==> src/rtl/pipe_hazard_ctrl.sv <==
// pipe_hazard_ctrl: stall/flush sequencer for a 5-stage pipeline
//   Detects load-use hazards between ID and EX and inserts one bubble.
//   Turns taken-branch redirects from EX into IF/ID and ID/EX flushes.
//   Freezes the pipeline while a data memory access waits for its ack.
//   A wait that runs too long latches a sticky bus error until reset.
// Ports:
//   clk_i, rst_i                 clock, synchronous active-high reset
//   id_rs1_i/id_rs2_i(+_used_i)  source registers read by the ID instruction
//   ex_rd_i, ex_is_load_i        destination and load flag of the EX instruction
//   ex_branch_taken_i            EX resolved a taken branch or jump
//   mem_req_i, dmem_ack_i        memory access pending / completed this cycle
//   dmem_req_o                   request to data memory
//   stall_if_o/stall_id_o/stall_em_o, bubble_ex_o, flush_id_o, flush_ex_o
//   bus_err_o, state_o           sticky timeout flag, FSM state (RUN=0, MEM_WAIT=1, ERROR=2)
// Optional: define PIPE_HAZARD_CTRL_PERF_EN to add the 32-bit stall and flush counters
//   perf_stall_cnt_o and perf_flush_cnt_o.
module pipe_hazard_ctrl #(
   parameter int REG_ADDR_W  = 5,
   parameter int MEM_TIMEOUT = 200,
   parameter int TO_W        = 8
) (
   input  logic                  clk_i,
   input  logic                  rst_i,
   input  logic [REG_ADDR_W-1:0] id_rs1_i,
   input  logic [REG_ADDR_W-1:0] id_rs2_i,
   input  logic                  id_rs1_used_i,
   input  logic                  id_rs2_used_i,
   input  logic [REG_ADDR_W-1:0] ex_rd_i,
   input  logic                  ex_is_load_i,
   input  logic                  ex_branch_taken_i,
   input  logic                  mem_req_i,
   input  logic                  dmem_ack_i,
   output logic                  dmem_req_o,
   output logic                  stall_if_o,
   output logic                  stall_id_o,
   output logic                  stall_em_o,
   output logic                  bubble_ex_o,
   output logic                  flush_id_o,
   output logic                  flush_ex_o,
   output logic                  bus_err_o,
   output logic [1:0]            state_o
`ifdef PIPE_HAZARD_CTRL_PERF_EN
   ,
   output logic [31:0]           perf_stall_cnt_o,
   output logic [31:0]           perf_flush_cnt_o
`endif
);
   localparam logic [1:0] S_RUN  = 2'd0;
   localparam logic [1:0] S_WAIT = 2'd1;
   localparam logic [1:0] S_ERR  = 2'd2;
   logic [1:0]      r_state;
   logic [1:0]      w_next;
   logic [TO_W-1:0] r_to_cnt;
   logic [TO_W-1:0] w_to_next;
   logic            w_miss;
   logic            w_hazard;
   // An access that is not acknowledged in the cycle it is issued must wait.
   assign w_miss   = mem_req_i & ~dmem_ack_i;
   // A zero destination never creates a dependency.
   assign w_hazard = ex_is_load_i & (ex_rd_i != '0) &
                     ((id_rs1_used_i & (id_rs1_i == ex_rd_i)) |
                      (id_rs2_used_i & (id_rs2_i == ex_rd_i)));
   always_ff @(posedge clk_i) begin
      if (rst_i) begin
         r_state  <= S_RUN;
         r_to_cnt <= '0;
      end else begin
         r_state  <= w_next;
         r_to_cnt <= w_to_next;
      end
   end
   // An ack in the final timeout cycle still completes the access.
   always_comb begin
      w_next    = S_RUN;
      w_to_next = r_to_cnt;
      case (r_state)
         S_WAIT: begin
            if (dmem_ack_i) begin
               w_next = S_RUN;
            end else if (r_to_cnt == TO_W'(MEM_TIMEOUT - 1)) begin
               w_next = S_ERR;
            end else begin
               w_next    = S_WAIT;
               w_to_next = r_to_cnt + 1'b1;
            end
         end
         S_ERR: w_next = S_ERR;
         default: begin
            if (w_miss) begin
               w_next    = S_WAIT;
               w_to_next = '0;
            end
         end
      endcase
   end
   // The unused encoding 3 behaves and reports as RUN.
   always_comb begin
      dmem_req_o  = 1'b0;
      stall_if_o  = 1'b0;
      stall_id_o  = 1'b0;
      stall_em_o  = 1'b0;
      bubble_ex_o = 1'b0;
      flush_id_o  = 1'b0;
      flush_ex_o  = 1'b0;
      bus_err_o   = 1'b0;
      state_o     = 2'd0;
      if (!rst_i) begin
         state_o = (r_state == 2'd3) ? S_RUN : r_state;
         case (r_state)
            S_WAIT: begin
               dmem_req_o = 1'b1;
               stall_if_o = 1'b1;
               stall_id_o = 1'b1;
               stall_em_o = 1'b1;
            end
            S_ERR: begin
               bus_err_o  = 1'b1;
               stall_if_o = 1'b1;
               stall_id_o = 1'b1;
               stall_em_o = 1'b1;
            end
            default: begin
               dmem_req_o = mem_req_i;
               if (w_miss) begin
                  stall_if_o = 1'b1;
                  stall_id_o = 1'b1;
                  stall_em_o = 1'b1;
               end else if (ex_branch_taken_i) begin
                  flush_id_o = 1'b1;
                  flush_ex_o = 1'b1;
               end else if (w_hazard) begin
                  stall_if_o  = 1'b1;
                  stall_id_o  = 1'b1;
                  bubble_ex_o = 1'b1;
               end
            end
         endcase
      end
   end
`ifdef PIPE_HAZARD_CTRL_PERF_EN
   logic [31:0] r_stall_cnt;
   logic [31:0] r_flush_cnt;
   always_ff @(posedge clk_i) begin
      if (rst_i) begin
         r_stall_cnt <= '0;
         r_flush_cnt <= '0;
      end else begin
         r_stall_cnt <= r_stall_cnt + 32'(stall_if_o);
         r_flush_cnt <= r_flush_cnt + 32'(flush_ex_o);
      end
   end
   assign perf_stall_cnt_o = r_stall_cnt;
   assign perf_flush_cnt_o = r_flush_cnt;
`endif
endmodule

==> config.mk <==
export PLATFORM = sky130hd
export DESIGN_NAME = pipe_hazard_ctrl
export DESIGN_NICKNAME = d
export VERILOG_FILES = /design/src/rtl/pipe_hazard_ctrl.sv
export SDC_FILE = /design/constraint.sdc
export NUM_CORES = 1
export LEC_CHECK = 0
export BUFFER_PORTS_ARGS = -buffer_cell sky130_fd_sc_hd__buf_2
export CAP_MARGIN = 15
export CORE_MARGIN = 2
export CORE_UTILIZATION = 31
export DETAILED_ROUTE_END_ITERATION = 7
export PLACE_DENSITY_LB_ADDON = 0.12
export SYNTH_ARGS = -nofsm -noshare
export SYNTH_HDL_FRONTEND = slang
export SYNTH_SLANG_ARGS = --single-unit
==> constraint.sdc <==
create_clock -name clk_i -period 3.7 [get_ports clk_i]
set_input_delay 0.185 -clock clk_i [delete_from_list [all_inputs] [get_ports clk_i]]
set_output_delay 0.185 -clock clk_i [all_outputs]
set_load 0.02 [all_outputs]
After elaboration in Yosys (flattened, before gate mapping). Index checks and enable logic that the tools add are counted.

$add $sub $neg: 1. Equality and inequality tests: 8. Muxes and demuxes: 29. Bitwise logic cells: 8. Reductions and logical operators: 4.

Operator list (count): 2-to-1 mux 8 bit (3); 2-to-1 mux 1 bit (19); one-hot mux 8 bit (2 select lines) (1); == test 5 bit (2); adder 8 x 1 -> 8 bit, second input constant (1); == test 8 bit, second input constant (1); 2-to-1 mux 2 bit (4); bitwise AND 1 bit (5); nonzero test 5 bit (1); == test 2 bit, second input constant (2); != test 2 bit, second input constant (2); one-hot mux 2 bit (2 select lines) (1); AND reduction 4 bit (1); == test 2 x 1 -> 1 bit, second input constant (1); inverter 1 bit (2); one-hot mux 1 bit (2 select lines) (1); nonzero test 2 bit (1); OR reduction 2 bit (1); bitwise OR 1 bit (1).

Flip-flop bits (word level): 10. Output and inout port bits: 10. Logic and storage cells: 52.

Depth between registers and ports, before layout. Gate-level depths: netlist of the first run.

Depth in word-level cells: 9. Depth in mapped cells: 7. Gate-level depth less buffers: 6.

Worst setup path after synthesis of the first run. No wires, ideal clock.

Kind: reg-to-output. Start point: register r_state[0]. End point: output stall_if_o. Arrival time: 1751 ps. Path slack: 1764 ps. Stages on the path, launching flop included: 7. Path buffers: 1. Cells stage by stage: dfxtp_1 -> inv_1 -> ha_1 -> o21ai_0 -> nor2b_1 -> o21bai_1 -> buf_4.

Word-level cells in the longest chain between the ends: 4. Elaborated cells on any way between the ends: 5. Classes of those cells: eq/ne (2); mux (2); reduce/logical (1).

Ends and longest elaborated chain: start: declaration (line 51) `logic [1:0] r_state;`; start signal: assignment (line 68) `r_state <= w_next;`; == test 2 bit or == test 2 x 1 -> 1 bit (tied branches); OR reduction 2 bit (no line) *; 2-to-1 mux 1 bit * (2 in a row); end: declaration (line 34) `output logic stall_if_o,`.

Every way passes the cells marked *; elsewhere a longest branch is shown, timed or not.

Worst setup path after layout of the first run.
Start point: register r_state[0]. End point: output stall_id_o.

Word-level cells in the longest chain between the ends: 4. Elaborated cells on any way between the ends: 5. Classes of those cells: eq/ne (2); mux (2); reduce/logical (1).

Ends and longest elaborated chain: == test 2 bit or == test 2 x 1 -> 1 bit (tied branches) (line 109) `case (r_state)`; OR reduction 2 bit (no line) *; 2-to-1 mux 1 bit * (line 109); 2-to-1 mux 1 bit * (line 107) `if (!rst_i) begin`; end: declaration (line 35) `output logic stall_id_o,`.

Marks and branches as above.

==> results of run 1 <==
area by class of cell:
class | count | area [sq um]
multi-input cells | 76 | 544
clock buffers | 4 | 36.3
fillers | 275 | 1460
well taps | 30 | 37.5
repair buffers | 32 | 160
inverters | 4 | 15.0
flip-flops and latches | 10 | 200
power groups by stage:
stage	combinational [W]	clock, W	sequential [W]
final	0.0000522	0.000103	0.000109
after global routing	0.0000582	0.000111	0.000109
after CTS	0.0000530	0.000105	0.000109
after detailed placement	0.0000529	0	0.000111
after global placement	0.0000519	0	0.000111
after floorplan	0.0000316	0	0.000111
sequential cells by signal, summed over array words and instances (netlist names):
signal,flops
r_state,2
r_to_cnt,8
synth_stat cells (all sizes together):
library cell,count,area share
or2,3,0.024
nand2,4,0.019
and4b,1,0.013
nor2b,3,0.024
a2111oi,1,0.035
xor2,9,0.10
nor2,7,0.033
buf,4,0.035
o21bai,1,0.0095
a211oi,1,0.016
dfxtp,10,0.25
or3,2,0.016
a21bo,1,0.013
nand2b,2,0.016
and2,2,0.016
inv,4,0.019
and3,1,0.0079
nor3,2,0.013
or2b,1,0.0095
nor3b,1,0.0095
ha,4,0.063
nand3b,2,0.019
nand3,2,0.013
a32oi,1,0.011
nor4,2,0.016
nor4b,1,0.011
and4bb,1,0.016
or4,2,0.019
o21ai,3,0.019
clkbuf,1,0.0047
nand4,4,0.032
a21oi,6,0.038
o211ai,2,0.019
xnor2,3,0.033
a31oi,1,0.0079
metal layers:
layer  up-vias  GRT usage
li1        401          -
met1       358      0.163
met2        14      0.261
met3         4     0.0246
met4         0     0.0750
met5         -          0
cells by family after synthesis:
kind of cell	count (synthesis)	share of synthesized area
adder cells (fa/ha/maj)	4	0.0633
AO/OA/AOI/OAI	17	0.168
AND/OR/NAND/NOR	43	0.324
flip-flops	10	0.253
XOR/XNOR	12	0.133
buffers and inverters	9	0.0585
cell usage in the layout (no fill, tap or decap), types with 4 or more instances in the layout:
cell type and n:
nand2_1 4, dfxtp_1 10, nor2_1 7, a21oi_1 6
inv_1 4, ha_1 4, nand4_1 4, buf_2 32
xor2_1 9
stage by stage:
stage	power (W)	instances	util
after global placement	0.000163	152	0.390
final	0.000264	156	0.405
after floorplan	0.000143	95	-
after detailed placement	0.000164	152	0.390
after global routing	0.000278	156	0.405
after CTS	0.000267	156	0.405
worst paths after layout:
| check | end | slack (ns) | cells past startpoint |
|---|---|---|---|
| setup / recovery | stall_id_o | 1.84 | 6 |
| hold / removal | r_to_cnt[0] | 0.21 | 2 |
| setup reg to reg | r_to_cnt[7] | 1.85 | 6 |
| hold reg to reg | r_to_cnt[7] | 0.50 | 2 |
==> impl_metrics.env, run 1 <==
export IMPL_whs_ns=0.208
export IMPL_path_cells="inv_1 > ha_1 > o21ai_0 > nor2b_1 > o21bai_1 > buf_2"
export IMPL_max_slew_margin_rel=0.681
export IMPL_via_count=777
export IMPL_arrival_ns=1.68
export IMPL_htree_levels=1
export IMPL_syn_nets=122
export IMPL_final_nets=154
export IMPL_place_ws_ns=1.83
export IMPL_grt_pass1_wl_microns=3060
export IMPL_slowest_delay_ns=0.36
export IMPL_grt_max_degree=12
export IMPL_grt_pass1_vias=735
export IMPL_top_layer_used="met4"
export IMPL_synth_area_sq_um=791
export IMPL_ctsHoldBuffers=0
export IMPL_cp_num_buf_inv=2
export IMPL_endpoint_kind="output port"
export IMPL_irDropWorstVdd_mv=0.136
export IMPL_port_buffers=32
export IMPL_switching_share=0.276
export IMPL_dieArea_sq_um=2970
export IMPL_wl_met1_microns=801
export IMPL_fp_dieH_microns=54.5
export IMPL_cts_tree="yes"
export IMPL_fin_crit_ns=1.86
export IMPL_diodes=0
export IMPL_gp_congestion=0.770
export IMPL_cts_buffers=3
export IMPL_clockPowerShare=0.390
export IMPL_startpoint_type="flip-flop"
export IMPL_setup_viol=0
export IMPL_post_dp_cell_area_sq_um=957
export IMPL_dr_wl_met3_microns=64
export IMPL_r2r_start="r_state[1]"
export IMPL_finalSetupTns_ns=0
export IMPL_hpwlAfterDp_microns=1520
export IMPL_wl_per_cell_microns=11.7
export IMPL_cp_top_family="flip-flops"
export IMPL_finalWorstSetupSlack_ns=1.84
export IMPL_placementRows=18
export IMPL_fin_crit_sh=0.504
export IMPL_ant_nets=0
export IMPL_worstSetupStartpoint="r_state[0]"
export IMPL_io_pins=33
export IMPL_power_density_nw_per_um2=266
export IMPL_min_from="rst_i"
export IMPL_wl_met2_microns=928
export IMPL_rsz0062_at_grt="false"
export IMPL_slowest_stage="dfxtp_1"
export IMPL_ys_seq_elements=10
export IMPL_post_drt_via_cell_ratio=4.98
export IMPL_drv_slew=0
export IMPL_syn_inst=95
export IMPL_syn2layout_area_growth_pct=25.6
export IMPL_status="completed"
export IMPL_drive_above_1_share=0.333
export IMPL_clk_latency_ns=0.27
export IMPL_cap_viol_max_count=0
export IMPL_seq_area_frac_synth=0.253
export IMPL_hold_path_class="in2reg"
export IMPL_synth_distinct_cells=38
export IMPL_p_int_w=0.000191
export IMPL_numClockSinks=10
export IMPL_root_buffer="clkbuf_4"
export IMPL_clkTransAtPathRegs_ns=0.08
export IMPL_worstPathMaxFanout=4
export IMPL_drt_total_wl_microns=1820
export IMPL_cts_setup_buffers=0
export IMPL_dr_pass1_iters=4
export IMPL_grt_overflow_total=0
export IMPL_skew_ns=0.00512
export IMPL_switchingPower_w=0.0000728
export IMPL_grt_use_total=0.145
export IMPL_die_x_microns=54.5
export IMPL_worst_slew_pin_slew_ns=0.472
export IMPL_max_freq_mhz=536
export IMPL_clock_path_buffers=2
export IMPL_core_area_sq_um=2450
export IMPL_design_area_sq_um=993
export IMPL_drt_initial_drc_count=6
export IMPL_criticalPathCategory="reg2out"
export IMPL_hold_viol_final=0
export IMPL_drc=0
export IMPL_seqPwrFrac=0.412
export IMPL_initial_utilization=0.322
export IMPL_yosysWarnings=0
export IMPL_syn_avg_cell_area_sq_um=8.32
export IMPL_power_frac_comb=0.198
export IMPL_required_ns=3.51
export IMPL_antenna_found_initial=0
export IMPL_post_cts_resized=0
export IMPL_total_leakage_power_nw=0.417
Power figures use the tool's default switching activity.
==> run 2, diff against run 1 <==
--- a/config.mk
+++ b/config.mk
@@ -5,6 +5,7 @@
 export SDC_FILE = /design/constraint.sdc
 export NUM_CORES = 1
 export LEC_CHECK = 0
+export ABC_AREA = 1
 export BUFFER_PORTS_ARGS = -buffer_cell sky130_fd_sc_hd__buf_2
 export CAP_MARGIN = 15
 export CORE_MARGIN = 2
==> constraint.sdc (replaced) <==
create_clock -name clk_i -period 1.55 [get_ports clk_i]
set_input_delay 0.0775 -clock clk_i [delete_from_list [all_inputs] [get_ports clk_i]]
set_output_delay 0.0775 -clock clk_i [all_outputs]
set_load 0.02 [all_outputs]
==> run 2 against run 1 <==
Combinational power grew to 3.3 times the previous value. Sequential share of layout area is 3.6 points lower. Wire length is 14% higher. Setup slack worse by 1.8 ns. Sequential power is 140% higher. Design area is 22% higher. Clock-buffer cell count stayed put. Die area is 12% higher.
==> impl_metrics.env, run 2 <==
export IMPL_fill_cells=319
export IMPL_startpoint_type="flip-flop"
export IMPL_antenna_found_initial=0
export IMPL_core_area_sq_um=2760
export IMPL_syn2layout_area_growth_pct=35.6
export IMPL_grt_pass1_vias=880
export IMPL_port_buffers=32
export IMPL_syn_inst=149
export IMPL_grt_max_degree=9
export IMPL_grt_overflow_total=0
export IMPL_yosysWarnings=0
export IMPL_endpoint_kind="output port"
export IMPL_synthTopCellsByArea="dfxtp_1 (22%), nand2_1 (14%), nor2_1 (12%), inv_1 (10%), ha_1 (5.6%)"
export IMPL_max_freq_mhz=659
export IMPL_drt_initial_drc_count=22
export IMPL_slowest_stage="dfxtp_2"
export IMPL_arrival_ns=1.44
export IMPL_wl_per_cell_microns=9.63
export IMPL_drv_slew=0
export IMPL_fp_dieH_microns=57.8
export IMPL_total_leakage_power_nw=0.590
export IMPL_root_buffer="clkbuf_4"
export IMPL_initial_utilization=0.325
export IMPL_multi_input_area_sq_um=617
export IMPL_drc=0
export IMPL_via_count=978
export IMPL_drive_above_1_share=0.335
export IMPL_synth_top_area_cell="dfxtp_1"
export IMPL_die_x_microns=57.8
export IMPL_largest_register_ffs=8
export IMPL_grt_pass1_wl_microns=3640
export IMPL_placementRows=19
export IMPL_post_drt_via_cell_ratio=4.53
export IMPL_io_pins=33
export IMPL_clk_latency_ns=0.27
export IMPL_mostFrequentLayoutCell="nand2_1"
export IMPL_htree_levels=1
export IMPL_post_dp_cell_area_sq_um=1080
export IMPL_syn_avg_cell_area_sq_um=6.01
export IMPL_drt_total_wl_microns=2080
export IMPL_fin_crit_sh=0.979
export IMPL_total_power_w=0.000686
export IMPL_clock_path_buffers=2
export IMPL_reg_largest_list="r_to_cnt: 8 flops, r_state: 2 flops"
export IMPL_finalWorstSetupSlack_ns=0.0327
export IMPL_path_cells="inv_2 > ha_4 > inv_4 > a21oi_4 > nand2_2 > nor2_4 > buf_6"
export IMPL_skew_ns=0.00391
export IMPL_synth_distinct_cells=25
export IMPL_cts_tree="yes"
export IMPL_syn_nets=176
export IMPL_final_util=0.441
export IMPL_yosysMostFrequentCell="nand2_1"
export IMPL_rsz0062_at_grt="true"
export IMPL_synthTopCellsByCount="nand2_1 (34), nor2_1 (29), inv_1 (25)"
export IMPL_synth_top_flop_cell="dfxtp_1"
export IMPL_design_area_sq_um=1210
export IMPL_synth_top_area_frac=0.223
export IMPL_power_density_nw_per_um2=565
export IMPL_grt_use_total=0.143
export IMPL_async_flop_share=0
export IMPL_diodes=0
export IMPL_status="completed"
export IMPL_numClockSinks=10
export IMPL_largest_register="r_to_cnt"
export IMPL_worst_slew_pin_slew_ns=0.261
export IMPL_gp_congestion=0.834
export IMPL_seqCellArea_sq_um=201
export IMPL_path_depth=7
export IMPL_clkTransAtPathRegs_ns=0.07
export IMPL_criticalPathCategory="reg2out"
export IMPL_min_path_cells=2
export IMPL_hold_path_class="in2reg"
export IMPL_place_ws_ns=0.109
export IMPL_cp_top_family="flip-flops"
export IMPL_slowest_delay_ns=0.34
export IMPL_irDropWorstVdd_mv=0.289
export IMPL_final_nets=213
export IMPL_hold_viol_final=0
export IMPL_cp_num_buf_inv=3
export IMPL_ant_nets=0
export IMPL_setup_viol=0
export IMPL_hpwlAfterDp_microns=1670
export IMPL_dieArea_sq_um=3340
export IMPL_max_slew_margin_rel=0.825
export IMPL_r2r_cells=9
export IMPL_ys_seq_elements=10
export IMPL_fin_crit_ns=1.52
export IMPL_cts_buffers=3
export IMPL_required_ns=1.47
export IMPL_synth_edf_count=0
export IMPL_dr_pass1_iters=4
export IMPL_synth_area_sq_um=896
export IMPL_cap_viol_max_count=0
export IMPL_ctsHoldBuffers=0
export IMPL_layout_common_cells="nand2_1 (32), buf_2 (28), nor2_1 (26)"
export IMPL_worstPathMaxFanout=3
export IMPL_seq_area_frac_synth=0.223
[run 2: worst register-to-register path: stages (launching register included)]
cell and delay (ns):
dfxtp_2 0.33, buf_4 0.13, ha_2 0.19, nor2_2 0.12, nor3_4 0.04, buf_4 0.16, nand2_1 0.07, nand2_2 0.07
o21bai_1 0.16, nor2_1 0.08
[run 2: per-stage QoR]
stage,cells,TNS [ns],hold WS (ns)
after floorplan,149,-0.0361,0.238
final,216,0,0.0705
after global routing,216,-0.245,0.0688
after global placement,210,0,0.358
after CTS,215,0,0.0587
after detailed placement,210,0,0.350
[run 2: repair_timing]
item / CTS / global route
gates cloned: 0 / 0
setup buffers: 1 / 1
gates resized for setup: 17 / 6
pin swaps: 3 / 4
endpoints found under the setup margin: 7 / 10
[run 2: area by class of cell]
cell class,instances,share of cell area
Clock buffer,4,0.0299
Timing Repair Buffer,36,0.177
Sequential cell,10,0.166
Inverter,27,0.0875
Tap cell,31,0.0319
Multi-Input combinational cell,108,0.508
[run 2: per-layer routing]
metal | part of all wire | track usage | wire length (microns) | up-vias
li1 | - | - | - | 532
met2 | 0.48 | 0.226 | 997 | 15
met3 | 0.039 | 0.0357 | 82 | 2
met1 | 0.47 | 0.183 | 981 | 429
met4 | 0.0087 | 0.0698 | 18 | 0
met5 | 0 | 0 | 0 | -
[run 2: path summary, 6_finish.rpt]
path                                     to  slack, ns         from
worst max-delay path             flush_ex_o       0.03   r_state[0]
worst min-delay path            r_to_cnt[2]       0.07        rst_i
worst max register to register  r_to_cnt[4]       0.14   r_state[0]
worst min register to register  r_to_cnt[7]       0.49  r_to_cnt[7]
[run 2: cells by family (layout without fill, tap and decap cells)]
logic type               after synthesis  in the layout  synth area share
adder cells (fa/ha/maj)                4              4            0.0559
flip-flops                            10             10             0.223
AO/OA/AOI/OAI                         14             14            0.0894
XOR/XNOR                               5              5            0.0489
buffers and inverters                 31             67             0.149
AND/OR/NAND/NOR                       85             85             0.433
[run 2: where the power goes]
part	switching, W	internal, W
logic	0.0000976	0.0000756
registers	0.00000391	0.000261
clock network	0.000105	0.000143
total	0.000207	0.000480
==> run 3, diff against run 2 <==
--- a/config.mk
+++ b/config.mk
@@ -10,8 +10,10 @@
 export CAP_MARGIN = 15
 export CORE_MARGIN = 2
 export CORE_UTILIZATION = 31
+export CTS_BUF_LIST = sky130_fd_sc_hd__clkbuf_8
 export DETAILED_ROUTE_END_ITERATION = 7
 export PLACE_DENSITY_LB_ADDON = 0.12
+export RECOVER_POWER = 50
 export SYNTH_ARGS = -nofsm -noshare
 export SYNTH_HDL_FRONTEND = slang
 export SYNTH_SLANG_ARGS = --single-unit
==> run 3 against run 2 <==
Utilization about the same. Non-clock buffer count decreased by 1. Design area fell by 0.10%. Global-route usage fell by 0.23 points. Clock skew shrank 0.00094 ns. Critical path depth unchanged. Power is 12% higher. Hold slack better by 0.040 ns. Clock power increased by 34%. Critical endpoint unchanged. Largest cell class unchanged. Largest power group is now clock.
==> impl_metrics.env, run 3 (synthesis results as in run 2) <==
export IMPL_status="completed"
export IMPL_slowest_stage="dfxtp_2"
export IMPL_drt_initial_drc_count=19
export IMPL_r2r_cells=9
export IMPL_finalSetupTns_ns=0
export IMPL_total_leakage_power_nw=0.578
export IMPL_cap_viol_max_count=0
export IMPL_ant_nets=0
export IMPL_grt_overflow_total=0
export IMPL_root_buffer="clkbuf_8"
export IMPL_endpoint_kind="output port"
export IMPL_path_cells="inv_2 > ha_4 > inv_4 > a21oi_4 > nand2_2 > nor2_4 > buf_6"
export IMPL_rsz0062_at_grt="true"
export IMPL_post_drt_via_cell_ratio=4.54
export IMPL_fin_crit_sh=0.952
export IMPL_core_area_sq_um=2760
export IMPL_worstPathMaxFanout=3
export IMPL_diodes=0
export IMPL_gp_congestion=0.834
export IMPL_fill_cells=310
export IMPL_largest_register="r_to_cnt"
export IMPL_worst_slew_pin_slew_ns=0.253
export IMPL_criticalPathCategory="reg2out"
export IMPL_worstSetupStartpoint="r_state[0]"
export IMPL_design_area_sq_um=1210
export IMPL_grt_max_degree=9
export IMPL_skew_ns=0.00297
export IMPL_r2r_start="r_state[0]"
export IMPL_slowest_delay_ns=0.33
export IMPL_clock_path_buffers=2
export IMPL_die_x_microns=57.8
export IMPL_fin_crit_ns=1.47
export IMPL_antenna_found_initial=0
export IMPL_dieArea_sq_um=3340
export IMPL_drv_slew=0
export IMPL_largest_register_ffs=8
export IMPL_drt_total_wl_microns=2060
export IMPL_layout_common_cells="nand2_1 (33), nor2_1 (26), buf_2 (25)"
export IMPL_initial_utilization=0.325
export IMPL_placementRows=19
export IMPL_multi_input_area_sq_um=614
export IMPL_dr_pass1_iters=4
export IMPL_grt_pass1_vias=881
export IMPL_hpwlAfterDp_microns=1670
export IMPL_timing_rr_end="r_to_cnt[4]"
export IMPL_cp_top_family="flip-flops"
export IMPL_path_depth=7
export IMPL_setup_viol=0
export IMPL_fp_dieH_microns=57.8
export IMPL_clk_latency_ns=0.24
export IMPL_htree_levels=1
export IMPL_drc=0
export IMPL_final_nets=212
export IMPL_grt_use_total=0.141
export IMPL_grt_pass1_wl_microns=3640
export IMPL_max_freq_mhz=678
export IMPL_mostFrequentLayoutCell="nand2_1"
export IMPL_numClockSinks=10
export IMPL_seqCellArea_sq_um=203
export IMPL_io_pins=33
export IMPL_cts_buffers=3
export IMPL_required_ns=1.47
export IMPL_hold_viol_final=0
export IMPL_syn2layout_area_growth_pct=35.5
export IMPL_cts_tree="yes"
export IMPL_reg_largest_list="r_to_cnt: 8 flops, r_state: 2 flops"
export IMPL_drive_above_1_share=0.315
export IMPL_clkTransAtPathRegs_ns=0.05
export IMPL_arrival_ns=1.40
export IMPL_post_dp_cell_area_sq_um=1080
export IMPL_cp_endpoint="flush_ex_o"
export IMPL_reg2reg_slack_ns=0.15
export IMPL_port_buffers=32
export IMPL_wl_per_cell_microns=9.60
export IMPL_via_count=976
export IMPL_power_density_nw_per_um2=634
export IMPL_startpoint_type="flip-flop"
export IMPL_hold_path_class="in2reg"
export IMPL_cp_num_buf_inv=3
export IMPL_irDropWorstVdd_mv=0.361
export IMPL_max_slew_margin_rel=0.830
==> run 3: worst min path at each step <==
stage | startpoint | to | slack (ns) | cells past startpoint
finish | rst_i | r_to_cnt[2] | 0.11 | 2
global route | rst_i | r_to_cnt[2] | 0.12 | 2
CTS | rst_i | r_to_cnt[2] | 0.1 | 2
detailed placement | rst_i | r_to_cnt[2] | 0.35 | 2
global placement | rst_i | r_to_cnt[2] | 0.36 | 2
floorplan | dmem_ack_i | r_state[0] | 0.24 | 3
==> run 3: where the power goes <==
part | switching, W | leakage (nW) | internal (W)
clock network | 0.000109 | 0.0288 | 0.000224
registers | 0.00000391 | 0.0819 | 0.000262
logic | 0.0000969 | 0.467 | 0.0000734
total | 0.000210 | 0.578 | 0.000559
==> run 3: per-stage QoR <==
step                hold slack (ns)  utilization  power, W  setup slack [ns]  cells
floorplan                     0.238            -  0.000367           -0.0361    149
global placement              0.358        0.392  0.000422             0.143    210
detailed placement            0.350        0.392  0.000424             0.109    210
CTS                          0.0979        0.431  0.000777            0.0170    215
global route                  0.115        0.440  0.000819          -0.00458    215
finish                        0.110        0.440  0.000770            0.0751    215
==> run 3: per-layer routing <==
metal / vias up / global-route usage / wire length, microns
li1: 527 / - / -
met5: - / 0 / 0
met1: 430 / 0.183 / 985
met3: 2 / 0.0290 / 95
met2: 17 / 0.227 / 966
met4: 0 / 0.0598 / 16
==> run 3: repair_timing <==
action | in CTS | in global routing
setup endpoints to repair | 6 | 8
setup buffers | 1 | 0
gates resized for setup | 13 | 8
hold buffers | 0 | 0
pin swaps | 3 | 3
gates cloned | 0 | 0
==> run 3: area by class of cell <==
cell class / instances / area share
clock buffer: 4 / 0.0454
inverter: 27 / 0.0876
multi-input combinational: 108 / 0.506
sequential: 10 / 0.167
tap: 31 / 0.0320
timing repair buffer: 35 / 0.162
==> run 3: worst reg2reg max path: stages, from the launching register on <==
cell,delay [ns]
dfxtp_2,0.32
buf_4,0.13
ha_2,0.19
nor2_2,0.12
nor3_4,0.04
buf_4,0.16
nand2_1,0.07
nand2_2,0.07
o21bai_1,0.16
nor2_1,0.08
